`config.mk`:
```
export PLATFORM = sky130hd
export DESIGN_NAME = cache_req_unit
export DESIGN_NICKNAME = d
export VERILOG_FILES = /design/src/rtl/cache_req_pkg.sv /design/src/rtl/cache_req_lane.sv /design/src/rtl/cache_req_unit.sv
export SDC_FILE = /design/constraint.sdc
export NUM_CORES = 1
export LEC_CHECK = 0
export ABC_AREA = 0
export ABC_CLOCK_PERIOD_IN_PS = 2000
export BUFFER_PORTS_ARGS = -buffer_cell sky130_fd_sc_hd__buf_2
export CAP_MARGIN = 20
export CORE_MARGIN = 3
export CORE_UTILIZATION = 47
export CTS_CLUSTER_DIAMETER = 40
export DETAILED_ROUTE_END_ITERATION = 6
export PLACE_DENSITY = 0.78
export SYNTH_ARGS = -nofsm -noshare
export SYNTH_HDL_FRONTEND = slang
export SYNTH_HIERARCHICAL = 1
export SYNTH_SLANG_ARGS = --single-unit
```
`constraint.sdc`:
```
create_clock -name clk -period 2 [get_ports clk]
set_input_delay 0.2 -clock clk [delete_from_list [all_inputs] [get_ports clk]]
set_output_delay 0.2 -clock clk [all_outputs]
set_load 0.01 [all_outputs]
```
`src/rtl/cache_req_pkg.sv`:
```
// Shared state encodings, funct3 constants and access-size helpers for cache_req_unit.
package cache_req_pkg;

  localparam logic [1:0] StIdle = 2'd0;
  localparam logic [1:0] StRd   = 2'd1;
  localparam logic [1:0] StWr   = 2'd2;
  localparam logic [1:0] StRsp  = 2'd3;

  localparam logic [2:0] F3_B  = 3'd0;
  localparam logic [2:0] F3_H  = 3'd1;
  localparam logic [2:0] F3_W  = 3'd2;
  localparam logic [2:0] F3_BU = 3'd4;
  localparam logic [2:0] F3_HU = 3'd5;

  function automatic logic is_byte(input logic [2:0] f3);
    return (f3 == F3_B) || (f3 == F3_BU);
  endfunction

  function automatic logic is_half(input logic [2:0] f3);
    return (f3 == F3_H) || (f3 == F3_HU);
  endfunction

  // funct3 3/6/7 fall through to word accesses.
  function automatic logic misaligned(input logic [2:0] f3, input logic [1:0] off);
    if (is_byte(f3)) return 1'b0;
    if (is_half(f3)) return off[0];
    return off != 2'b00;
  endfunction

endpackage

```
`src/rtl/cache_req_lane.sv`:
```
// Combinational byte/halfword lane logic: store merge into a read word, load extract and extend.
module cache_req_lane
  import cache_req_pkg::*;
(
  input  logic [2:0]  funct3,
  input  logic [1:0]  offset,
  input  logic [31:0] word,
  input  logic [31:0] wdata,
  output logic [31:0] merged,
  output logic [31:0] load_data
);

  logic [7:0]  lane_b;
  logic [15:0] lane_h;

  always_comb begin
    merged    = word;
    load_data = word;
    lane_b    = word[{offset, 3'b000} +: 8];
    lane_h    = word[{offset[1], 4'b0000} +: 16];
    if (is_byte(funct3)) begin
      merged[{offset, 3'b000} +: 8] = wdata[7:0];
      load_data = (funct3 == F3_B) ? {{24{lane_b[7]}}, lane_b} : {24'h0, lane_b};
    end else if (is_half(funct3)) begin
      // Odd halfword addresses are force-aligned: only offset[1] selects the lane.
      merged[{offset[1], 4'b0000} +: 16] = wdata[15:0];
      load_data = (funct3 == F3_H) ? {{16{lane_h[15]}}, lane_h} : {16'h0, lane_h};
    end else begin
      merged = wdata;
    end
  end

endmodule

```
`src/rtl/cache_req_unit.sv`:
```
// Load/store front end for the direct-mapped data cache; optional misalignment
// trapping is enabled by defining CACHE_REQ_ALIGN_CHECK_EN.
module cache_req_unit
  import cache_req_pkg::*;
(
  input  logic        clk,
  input  logic        rstn,
  input  logic        req_valid,
  output logic        req_ready,
  input  logic        req_we,
  input  logic [2:0]  req_funct3,
  input  logic [31:0] req_addr,
  input  logic [31:0] req_wdata,
  output logic        rsp_valid,
  output logic [31:0] rsp_rdata,
  output logic        rsp_err,
  output logic [31:0] c_addr,
  output logic [31:0] c_din,
  output logic        c_re,
  output logic        c_we,
  input  logic        c_done,
  input  logic [31:0] c_dout
);

  logic [1:0]  state_q, state_d;
  logic [31:0] addr_q;
  logic [2:0]  funct3_q;
  logic        we_q;
  logic [31:0] wdata_q;
  logic [31:0] data_q;
  logic        err_q;
  logic        err_d;
  logic [31:0] merged;
  logic [31:0] load_data;
  logic        accept;

  assign accept = (state_q == StIdle) && req_valid;

`ifdef CACHE_REQ_ALIGN_CHECK_EN
  assign err_d = misaligned(req_funct3, req_addr[1:0]);
`else
  assign err_d = 1'b0;
`endif

  always_comb begin
    state_d = state_q;
    unique case (state_q)
      StIdle: begin
        if (req_valid) begin
          if (err_d) begin
            state_d = StRsp;
          end else if (req_we && !is_byte(req_funct3) && !is_half(req_funct3)) begin
            state_d = StWr;
          end else begin
            state_d = StRd;
          end
        end
      end
      StRd:    if (c_done) state_d = we_q ? StWr : StRsp;
      StWr:    if (c_done) state_d = StRsp;
      default: state_d = StIdle;
    endcase
  end

  always_ff @(posedge clk or negedge rstn) begin
    if (!rstn) begin
      state_q  <= StIdle;
      addr_q   <= 32'h0;
      funct3_q <= 3'h0;
      we_q     <= 1'b0;
      wdata_q  <= 32'h0;
      data_q   <= 32'h0;
      err_q    <= 1'b0;
    end else begin
      state_q <= state_d;
      if (accept) begin
        addr_q   <= req_addr;
        funct3_q <= req_funct3;
        we_q     <= req_we;
        wdata_q  <= req_wdata;
        err_q    <= err_d;
      end
      if ((state_q == StRd) && c_done) begin
        data_q <= c_dout;
      end
    end
  end

  cache_req_lane u_lane (
    .funct3    (funct3_q),
    .offset    (addr_q[1:0]),
    .word      (data_q),
    .wdata     (wdata_q),
    .merged    (merged),
    .load_data (load_data)
  );

  // All cache-facing outputs decode from registers only, so they stay stable while c_re/c_we wait.
  assign req_ready = (state_q == StIdle);
  assign c_re      = (state_q == StRd);
  assign c_we      = (state_q == StWr);
  assign c_addr    = {addr_q[31:2], 2'b00};
  assign c_din     = merged;
  assign rsp_valid = (state_q == StRsp);
  assign rsp_err   = rsp_valid && err_q;
  assign rsp_rdata = (rsp_valid && !we_q && !err_q) ? load_data : 32'h0;

endmodule

```
Word level (Yosys, flattened, before mapping). Cells that the tools add are included.

Add/subtract/negate cells: 2. Equal/unequal tests: 12. Shift operators: 6. Mux-type cells: 15. Reduce and logical (&&, ||, !) cells: 16.

Operators with widths (count): 32-bit 2-to-1 mux (7); 32-bit bitwise mux (2); 16-bit by 7-bit variable shift with 32-bit output, first input constant (1); 8-bit by 7-bit variable shift with 32-bit output, first input constant (1); 16-bit by 7-bit indexed part select with 32-bit output (1); 32-bit by 6-bit indexed part select with 16-bit output (1); 32-bit by 6-bit indexed part select with 8-bit output (1); 8-bit by 7-bit indexed part select with 32-bit output (1); 5-bit negator with 7-bit output (2); 3-bit equality test, second input constant (4); 2-bit 2-to-1 mux (4); 3-bit by 1-bit equality test with 1-bit output, second input constant (2); 3-bit zero test (2); 2-bit one-hot mux with 3 select lines (1); 1-bit logical AND (5); 2-bit equality test, second input constant (2); 1-bit logical OR (4); 2-bit by 1-bit != test with 1-bit output, second input constant (2); 1-bit zero test (3); 3-bit AND reduction (1); 2-bit by 1-bit equality test with 1-bit output, second input constant (1); 2-bit zero test (1); 2-bit != test, second input constant (1); 1-bit 2-to-1 mux (1).

Bits in registers: 102. Input port bits: 104. Output and inout bits: 101. Word-level logic and storage cells: 57.

Logic depth before layout (Yosys ltp). Gate-level depths: netlist of run 1.

Word-level depth: 8. Depth in mapped cells: 7. Mapped depth without buffers: 5.

Modules after synthesis. Netlist of run 1, hierarchy kept.

Modules (own cells, without submodules): cache_req_unit (times used 1, cells an instance 300, area an instance 4424.2 µm², sequential area each 2552.4 µm²); cache_req_lane (times used 1, cells an instance 279, area an instance 1970.6 µm², sequential area each 0.0 µm²).

Least setup slack after synthesis of run 1. OpenSTA, ideal clock, no wires.

Kind: register to output. Start: reg addr_q[0]. End: out c_din[13]. Arrival time: 2084 ps. Required time: 1800 ps. Setup slack: -284 ps. Cell stages (with the launch flop): 8. Buffers on the path: 2. Path through: dfrtp_1 buf_4 inv_1 ha_1 nor3b_4 buf_2 nand3_1 a222oi_1.

Word-level cells in the longest chain between the ends: 4. Elaborated cells on any way between the ends: 5. Those cells by class: add/sub (1); shift (2); mux (2).

RTL lines: start, declared (RTL line cache_req_unit.sv:26) `logic [31:0] addr_q;`; start signal, assigned (RTL line cache_req_unit.sv:77) `addr_q <= req_addr;`; 5-bit negator with 7-bit output (*) (RTL line cache_req_lane.sv:22) `merged[{offset, 3'b000} +: 8] = wdata[7:0];`; 8-bit by 7-bit indexed part select with 32-bit output or 8-bit by 7-bit variable shift with 32-bit output (tied branches) (RTL line cache_req_lane.sv:22); 32-bit bitwise mux (*) (RTL line cache_req_lane.sv:22); 32-bit 2-to-1 mux (*) (RTL line cache_req_lane.sv:21) `if (is_byte(funct3)) begin`; end, declared (RTL line cache_req_unit.sv:18) `output logic [31:0] c_din,`.

Every way passes the cells marked *; elsewhere a longest branch is shown, timed or not.

Final worst setup path of run 1.
Start: reg addr_q[0]. End: out c_din[9].

Same word-level chain as after synthesis.

==> results_dict.tcl, run 1 <==
set metrics [dict create \
    core_area_um2 13000 \
    grt_max_degree 62 \
    pwr-share-clk 0.112 \
    dr.first_iter.drc_count 564 \
    dp_cells 919 \
    gp_congestion 0.911 \
    synth.avg_cell_area_um2 11.0 \
    critPathMaxFanout 9 \
    synth-compound-area-share 0.127 \
    total_power_mw 16.3 \
    final.setup.tns_ps -15340 \
    critPathArrivalTime_ps 2200 \
    die_height_um 123 \
    max_stage_delay_ps 430 \
    startpoint_type "flip-flop" \
    fin_cells 951 \
    grt_pass1_vias 5486 \
    drv_cap 0 \
    syn2layout_area_growth_pct 29.5 \
    p_sw_mw 6.88 \
    synth_top_family_by_area "multiplexers" \
    fin_crit_ps 2400 \
    endpoint_kind "output pin" \
    required_ps 1800 \
    grt.total_usage 0.260 \
    r2r_cells 5 \
    synth_mux_area_frac 0.258 \
    startpoint "addr_q[0]$_DFFE_PN0P_" \
    initial_core_util 0.493 \
    clkTransAtPathRegs_ps 80 \
    synth_edf_count 0 \
    syn_inst 579 \
    routed_wl_um 19800 \
    die_area_um2 15000 \
    fmax_ghz 0.417 \
    netlist_area_um2 6390 \
    numCtsBuffers 9 \
    whs_path_depth 2 \
    ys.flop_type "dfrtp_1" \
    seqPwrFrac 0.270 \
    finalCritPeriodShare 1.20 \
    postRouteAntennaNets 0 \
    final_layout_size_suffix_gt1_frac 0.565 \
    powerDensity_nw_per_um2 1960 \
    cts_max_path_buffers 2 \
    finalWorstSetupSlack_ps -398 \
    synth_xor_area_frac 0 \
    slowest_stage "dfrtp_2" \
    vias 5475 \
    crit_family "buffers and inverters" \
    final_core_util 0.638 \
    clock-sinks 102 \
    synthArstFlopShare 1.00 \
    nNetsFinal 887 \
    vias_per_cell 5.76 \
    p_int_mw 9.38 \
    timing.rr.start "state_q[0]$_DFFE_PN0P_" \
    critical_path_class "flip-flop to output pin" \
    cts_tree "built" \
    p_sw_frac 0.423 \
    yosysWarnings 6 \
    synthDistinctLibCells 43 \
    drcViolationCount 1 \
    grt-ovfl-total 0 \
    status "complete, but fails checks" \
    cp_num_cells 8 \
    synthAdderAreaFrac 0.0176 \
    antenna_found_initial 1 \
    hold_path_class "input pin to flip-flop" \
    cts-htree-levels 3 \
    fin_worst_skew_ps 12.4 \
    finalMaxSlewViolations 0 \
    ys_seq_area_frac 0.399 \
    grt_pass1_wl_um 29800 \
    p_comb_frac 0.617 \
    routedWlPerCell_um 20.8 \
    drtPass1Iterations 7 \
    clk_latency_ps 360 \
    hp-start "req_addr[11]" \
    numPortBuffers 201 \
    cts_root_buf "clkbuf_16" \
    yosys.area_share.simple 0.112 \
    critPathBufInv 4 \
    diodes 0 \
    ir_drop_mv 1.06 \
    num_io_pins 205 \
    chipWidth_um 123 \
    setup_viol 64 \
    finalHoldViolations 0 \
    hpwl_um 14200 \
    power.leakage_nw 3.96 \
    ys_ff_latch 102 \
    rsz0062_at_grt "yes" \
    failed_checks "DRC, setup timing" \
    path_cells "inv_4, ha_4, nor3b_4, buf_4, buf_6, nand3_1, a222oi_1, buf_2" \
    rows 41 \
]
what timing repair did:
| action | CTS | global route |
|---|---|---|
| cloned | 3 | 2 |
| endpoints found under the setup margin | 64 | 64 |
| hold endpoints to repair | 71 | 0 |
| setup buffers | 4 | 6 |
| pin swaps | 3 | 31 |
| hold buffers | 1 | 0 |
| resized for setup | 29 | 35 |
layer usage:
layer  global-route usage  vias to the layer above  part of all wire  wire [µm]
met2                0.428                      325              0.48       9390
met1                0.325                     2619              0.39       7760
met5                    0                        -           0.00066         13
met3               0.0853                       54              0.10       2020
met4               0.0819                        2             0.029        574
li1                     -                     2475                 -          -
placed cells by master, fill, tap and decap left out, drive strengths merged, types with 9 or more instances in the layout:
cell type  instances
a31oi              9
inv               21
ha                 9
a222oi             9
o21ai             24
a22o              16
mux2i             11
and2              33
nor3b             10
nor2b             20
nand2             27
clkbuf            12
mux2             115
dfrtp            102
nand3             16
buf              253
a21oi             29
power by group through the flow:
stage	logic, mW	clock network (mW)	registers [mW]
2_1_floorplan	6.40	0	3.90
3_3_place_gp	8.64	0	4.31
3_5_place_dp	8.81	0	4.36
4_1_cts	9.37	1.86	4.35
5_1_grt	10.8	1.95	4.50
6_report	10.0	1.83	4.40
state kept, by name, summed over array words and instances, names as in the netlist:
signal / flops
funct3_q: 3
wdata_q: 32
state_q: 2
data_q: 32
addr_q: 32
we_q: 1
final cells by class:
cell class	count	area (µm²)
tap	172	215
inverter	18	72.6
fill	1031	4700
timing repair buffer	257	1630
clock inverter	5	63.8
sequential	102	2560
clock buffer	11	243
multi-input combinational	386	3500
synth_stat cells, drive strengths merged, types with 10 or more instances:
master,count,share of area
dfrtp,102,0.40
clkbuf,18,0.011
inv,18,0.011
nor2b,20,0.020
o21ai,24,0.019
and2,33,0.032
a22o,16,0.022
nor3b,10,0.016
mux2,114,0.21
buf,58,0.065
mux2i,11,0.017
a21oi,29,0.023
nand3,16,0.013
nand2,27,0.016
cells by family (layout without fill, tap and decap cells):
group,Yosys count,in the layout
buffers and inverters,94,291
other,1,3
adders and majority gates,9,9
and+or+nand+nor,122,122
muxes,133,134
AOI/OAI and AO/OA,118,118
DFF,102,102
final timing paths:
| check | end | slack (ps) |
|---|---|---|
| setup / recovery | c_din[9] | -400 |
| max in group asynchronous | data_q[0]$_DFFE_PN0P_ | 1120 |
| hold reg to reg | addr_q[30]$_DFFE_PN0P_ | 500 |
| setup reg to reg | addr_q[21]$_DFFE_PN0P_ | 340 |
| hold / removal | addr_q[11]$_DFFE_PN0P_ | 70 |
| min in group asynchronous | data_q[7]$_DFFE_PN0P_ | 230 |
per-stage QoR:
step                setup slack [ps]  cell area, µm²  hold slack (ps)
floorplan                      -64.7            6440            -95.6
finish                          -398            8280             66.1
global placement                17.4            7570             49.9
detailed placement              5.94            7570             47.1
global route                    -474            8280             58.8
CTS                             -366            8070             56.0
(Power assumes the default switching activity.)
==> inputs of run 2 (changes only) <==
--- a/config.mk
+++ b/config.mk
@@ -13,6 +13,7 @@
 export CORE_UTILIZATION = 47
 export CTS_CLUSTER_DIAMETER = 40
 export DETAILED_ROUTE_END_ITERATION = 6
+export GPL_TIMING_DRIVEN = 0
 export PLACE_DENSITY = 0.78
 export SYNTH_ARGS = -nofsm -noshare
 export SYNTH_HDL_FRONTEND = slang
==> run 2 against run 1 <==
Effect of this change:
- the run ends with setup timing left
- die area did not move
- setup slack worse by 120 ps
- total power is 5.9% higher
- sequential cell count unchanged
- largest power group unchanged
- utilization rose by 3.3 points
- clock power shrank 2%
- non-clock buffer count is 49 higher
- sequential power grew 6.4%
- fmax decreased by 4.7%
==> results_dict.tcl, run 2 (synthesized netlist as in run 1, its figures left out) <==
set metrics [dict create \
    cts_root_buf "clkbuf_16" \
    startpoint "addr_q[1]$_DFFE_PN0P_" \
    use_met3 0.0742 \
    rsz0062_at_grt "yes" \
    num_io_pins 205 \
    finalMaxSlewViolations 0 \
    gr-usage-met1 0.343 \
    status "complete, but fails checks" \
    nNetsFinal 935 \
    postRouteAntennaNets 0 \
    met2_usage 0.447 \
    critPathArrivalTime_ps 2320 \
    drcViolationCount 0 \
    setup_viol 64 \
    powerDensity_nw_per_um2 1980 \
    timing.rr.start "state_q[1]$_DFFE_PN0P_" \
    vias 5755 \
    drtPass1Iterations 7 \
    final_layout_size_suffix_gt1_frac 0.608 \
    max_stage_delay_ps 420 \
    grt_max_degree 72 \
    clock-sinks 102 \
    clkTransAtPathRegs_ps 70 \
    hold_slack_ps 67.5 \
    slew_headroom 0.606 \
    fin_crit_ps 2520 \
    dr.first_iter.drc_count 565 \
    final.setup.tns_ps -21930 \
    cts-htree-levels 3 \
    vias_per_cell 5.76 \
    dpl_worst_slack_ps -486 \
    layout_common_cells "buf_2 (205), dfrtp_1 (99), mux2_2 (93)" \
    path_cells "buf_8, inv_8, ha_4, nor3b_4, buf_6, nand3_1, a222oi_1, buf_2" \
    numCtsBuffers 9 \
    total_power_mw 17.2 \
    routedWlPerCell_um 20.9 \
    r2r_cells 5 \
    startpoint_type "flip-flop" \
    slowest_stage "dfrtp_2" \
    critPathBufInv 4 \
    hold_path_class "input pin to flip-flop" \
    mostFrequentLayoutCell "buf_2" \
    required_ps 1800 \
    fillers 986 \
    drv_cap 0 \
    failed_checks "setup timing" \
    critPathMaxFanout 6 \
    syn2layout_area_growth_pct 36.2 \
    die_area_um2 15000 \
    multi_input_area_um2 3620 \
    initial_core_util 0.493 \
    hpwl_um 15300 \
    grt.total_usage 0.275 \
    routed_wl_um 20800 \
    critical_path_class "flip-flop to output pin" \
    endpoint_kind "output pin" \
    grt_pass1_wl_um 31300 \
    top_regs "addr_q (32), data_q (32), wdata_q (32)" \
    top_usage_layer "met2" \
    cp_num_cells 8 \
    fmax_ghz 0.397 \
    register_area_um2 2560 \
    clk_latency_ps 350 \
    ir_drop_mv 1.04 \
    tightest_slew_ps 588 \
    die_height_um 123 \
    gp_congestion 0.914 \
    cts_max_path_buffers 2 \
    finalHoldViolations 0 \
    r2r_setup_slack_ps 220 \
    numPortBuffers 201 \
    rows 41 \
    core_area_um2 13000 \
    finalWorstSetupSlack_ps -516 \
    worstReg2RegEnd "data_q[14]$_DFFE_PN0P_" \
    worstSetupEndpoint "c_din[12]" \
    cts_tree "built" \
    grt-ovfl-total 0 \
    power.leakage_nw 4.17 \
    chipWidth_um 123 \
    diodes 0 \
    grt_pass1_vias 5798 \
    crit_family "buffers and inverters" \
    finalCritPeriodShare 1.26 \
    antenna_found_initial 0 \
    fin_worst_skew_ps 7.20 \
]
run 2: cell type report:
cell class,instances,area share
multi-input cells,385,0.415
flip-flops and latches,102,0.293
repair buffers,234,0.161
plain buffers,72,0.0613
clock buffers,12,0.0283
well taps,172,0.0247
inverters,18,0.00948
clock inverters,4,0.00646
run 2: worst reg2reg max path: stages (launching register included):
cell	delay [ps]
dfrtp_1	400
inv_1	80
ha_1	230
nand2_1	230
buf_2	340
mux2_2	380
run 2: worst min-delay path by stage:
stage | depth (start not counted) | endpoint | slack (ps) | start
2_1_floorplan | 0 | addr_q[0]$_DFFE_PN0P_ | -100 | rstn
3_3_place_gp | 2 | addr_q[11]$_DFFE_PN0P_ | 430 | req_addr[11]
3_5_place_dp | 1 | data_q[14]$_DFFE_PN0P_ | 170 | rstn
4_1_cts | 2 | data_q[24]$_DFFE_PN0P_ | 60 | c_dout[24]
5_1_grt | 2 | addr_q[19]$_DFFE_PN0P_ | 60 | req_addr[19]
6_report | 2 | data_q[24]$_DFFE_PN0P_ | 70 | c_dout[24]
run 2: through the flow:
| stage | cells | cell area (µm²) | util |
|---|---|---|---|
| 2_1_floorplan | 581 | 6440 | - |
| 3_3_place_gp | 954 | 7660 | 0.590 |
| 3_5_place_dp | 955 | 7690 | 0.593 |
| 4_1_cts | 994 | 8520 | 0.656 |
| 5_1_grt | 999 | 8710 | 0.671 |
| 6_report | 999 | 8710 | 0.671 |
run 2: metal layers:
| layer | up-vias | part of all wire |
|---|---|---|
| met3 | 70 | 0.099 |
| met4 | 0 | 0.046 |
| met1 | 2782 | 0.39 |
| met5 | - | 0 |
| met2 | 332 | 0.46 |
| li1 | 2571 | - |
run 2: where the power goes:
part / internal (mW) / total (mW) / switching [mW] / leakage, nW
Sequential: 3.13 / 4.68 / 1.55 / 1.20
Clock: 1.01 / 1.79 / 0.778 / 0.147
Combinational: 5.72 / 10.8 / 5.03 / 2.82
Total: 9.87 / 17.2 / 7.35 / 4.17
run 2: timing repair:
item                                    4_1_cts  5_1_grt
gates resized for setup                      91       57
pin swaps                                    43       24
endpoints found under the setup margin       64       64
cloned                                        1        1
hold endpoints to repair                     31        0
setup buffers                                24       10
hold buffers                                  1        0
==> inputs of run 3 (changes only) <==
--- a/config.mk
+++ b/config.mk
@@ -14,7 +14,7 @@
 export CTS_CLUSTER_DIAMETER = 40
 export DETAILED_ROUTE_END_ITERATION = 6
 export GPL_TIMING_DRIVEN = 0
-export PLACE_DENSITY = 0.78
+export PLACE_DENSITY = 0.85
 export SYNTH_ARGS = -nofsm -noshare
 export SYNTH_HDL_FRONTEND = slang
 export SYNTH_HIERARCHICAL = 1
==> run 3 against run 2 <==
Effect of this change:
- the flow finishes with violations (DRC, setup timing)
- global-route usage down 0.59 points
- cell count down 0.20%
- design area down 0.99%
- clock power down 3%
- first-iteration DRC count increased by 27%
- highest routed layer unchanged
==> results_dict.tcl, run 3 (synthesized netlist as in run 1, its figures left out) <==
set metrics [dict create \
    grt_max_degree 56 \
    power.leakage_nw 4.13 \
    num_io_pins 205 \
    wl_met1_um 8130 \
    finalWorstSetupSlack_ps -577 \
    ir_drop_mv 0.873 \
    vias 5884 \
    required_ps 1800 \
    numCtsBuffers 9 \
    hold_path_class "input pin to flip-flop" \
    layout_common_cells "buf_2 (207), dfrtp_1 (99), mux2_2 (93)" \
    mostFrequentLayoutCell "buf_2" \
    die_height_um 123 \
    dr.first_iter.drc_count 719 \
    clkTransAtPathRegs_ps 70 \
    critPathArrivalTime_ps 2380 \
    fin_crit_ps 2580 \
    grt-ovfl-total 0 \
    routedWlPerCell_um 20.9 \
    nNetsFinal 932 \
    rsz0062_at_grt "yes" \
    fmax_ghz 0.388 \
    drtPass1Iterations 7 \
    cts_root_buf "clkbuf_16" \
    gp_congestion 0.962 \
    postRouteAntennaNets 0 \
    vias_per_cell 5.90 \
    critical_path_class "flip-flop to output pin" \
    core_area_um2 13000 \
    cts_max_path_buffers 2 \
    final_layout_size_suffix_gt1_frac 0.613 \
    finalMaxSlewViolations 0 \
    routed_wl_um 20800 \
    fillers 956 \
    tightest_slew_ps 668 \
    hold_end "addr_q[21]$_DFFE_PN0P_" \
    whs_path_depth 2 \
    r2r_cells 5 \
    worstReg2RegEnd "data_q[12]$_DFFE_PN0P_" \
    cts_tree "built" \
    cts-htree-levels 3 \
    grt_pass1_vias 5834 \
    r2r_setup_slack_ps 160 \
    antenna_found_initial 0 \
    hp-start "req_addr[21]" \
    die_area_um2 15000 \
    timing.rr.start "state_q[1]$_DFFE_PN0P_" \
    status "complete, but fails checks" \
    total_power_mw 17.2 \
    hpwl_um 14700 \
    slew_headroom 0.555 \
    drcViolationCount 15 \
    clock-sinks 102 \
    final_core_util 0.664 \
    finalCritPeriodShare 1.29 \
    drv_cap 0 \
    clk_latency_ps 360 \
    rows 41 \
    endpoint_kind "output pin" \
    initial_core_util 0.493 \
    chipWidth_um 123 \
    setup_viol 64 \
    hold_slack_ps 60.3 \
    powerDensity_nw_per_um2 1990 \
    failed_checks "DRC, setup timing" \
    top_regs "addr_q (32), data_q (32), wdata_q (32)" \
    fin_worst_skew_ps 5.31 \
    final.setup.tns_ps -25600 \
    numPortBuffers 201 \
    wl_met3_um 2470 \
    critPathMaxFanout 3 \
    top_layer "met4" \
    startpoint_type "flip-flop" \
    grt_pass1_wl_um 30900 \
    syn2layout_area_growth_pct 34.8 \
    finalHoldViolations 0 \
    route.met2.wl_um 9270 \
    grt.total_usage 0.269 \
]
[run 3: critical path: stages (launching register included)]
cell      delay, ps
dfrtp_2         420
buf_12          130
inv_8            40
ha_4            260
nor3b_4         260
buf_6           150
nand3_1          70
a222oi_1        450
buf_2           230
[run 3: stage by stage]
step / instances / area, µm² / worst slack, ps
2_1_floorplan: 581 / 6440 / -64.7
3_3_place_gp: 954 / 7660 / -546
3_5_place_dp: 955 / 7690 / -400
4_1_cts: 986 / 8360 / -496
5_1_grt: 996 / 8620 / -662
6_report: 997 / 8620 / -577
[run 3: worst max-delay path by stage]
stage | start | to | slack, ps | depth (start not counted)
global placement | rstn | addr_q[0]$_DFFE_PN0P_ | -550 | 1
finish | addr_q[0]$_DFFE_PN0P_ | c_din[12] | -580 | 8
detailed placement | addr_q[0]$_DFFE_PN0P_ | c_din[15] | -400 | 8
floorplan | addr_q[0]$_DFFE_PN0P_ | c_din[13] | -60 | 7
global route | addr_q[0]$_DFFE_PN0P_ | c_din[8] | -660 | 8
CTS | addr_q[1]$_DFFE_PN0P_ | c_din[15] | -500 | 8
[run 3: repair_timing]
item                                    in CTS  in global routing
pin swaps                                   36                 16
hold buffers                                 1                  0
buffers inserted                            17                 11
endpoints found under the hold margin       47                  0
resized for setup                           75                 57
endpoints found under the setup margin      64                 64
gates cloned                                 1                  0
[run 3: cell type report]
class | instances | area (µm²) | area share
flip-flops and latches | 102 | 2560 | 0.296
clock buffers | 9 | 225 | 0.0261
inverters | 18 | 82.6 | 0.00958
well taps | 172 | 215 | 0.0250
multi-input cells | 385 | 3610 | 0.419
diodes | 1 | 2.50 | 0.000290
plain buffers | 72 | 528 | 0.0612
repair buffers | 231 | 1340 | 0.155
clock inverters | 7 | 67.6 | 0.00784
[run 3: metal layers]
metal	GRT usage	up-vias
li1	-	2559
met2	0.427	418
met4	0.110	0
met5	0	-
met3	0.0853	92
met1	0.341	2815
[run 3: power breakdown]
part	internal (mW)	switching, mW	leakage [nW]
Clock	0.874	0.856	0.139
Sequential	3.13	1.53	1.20
Combinational	5.65	5.12	2.79
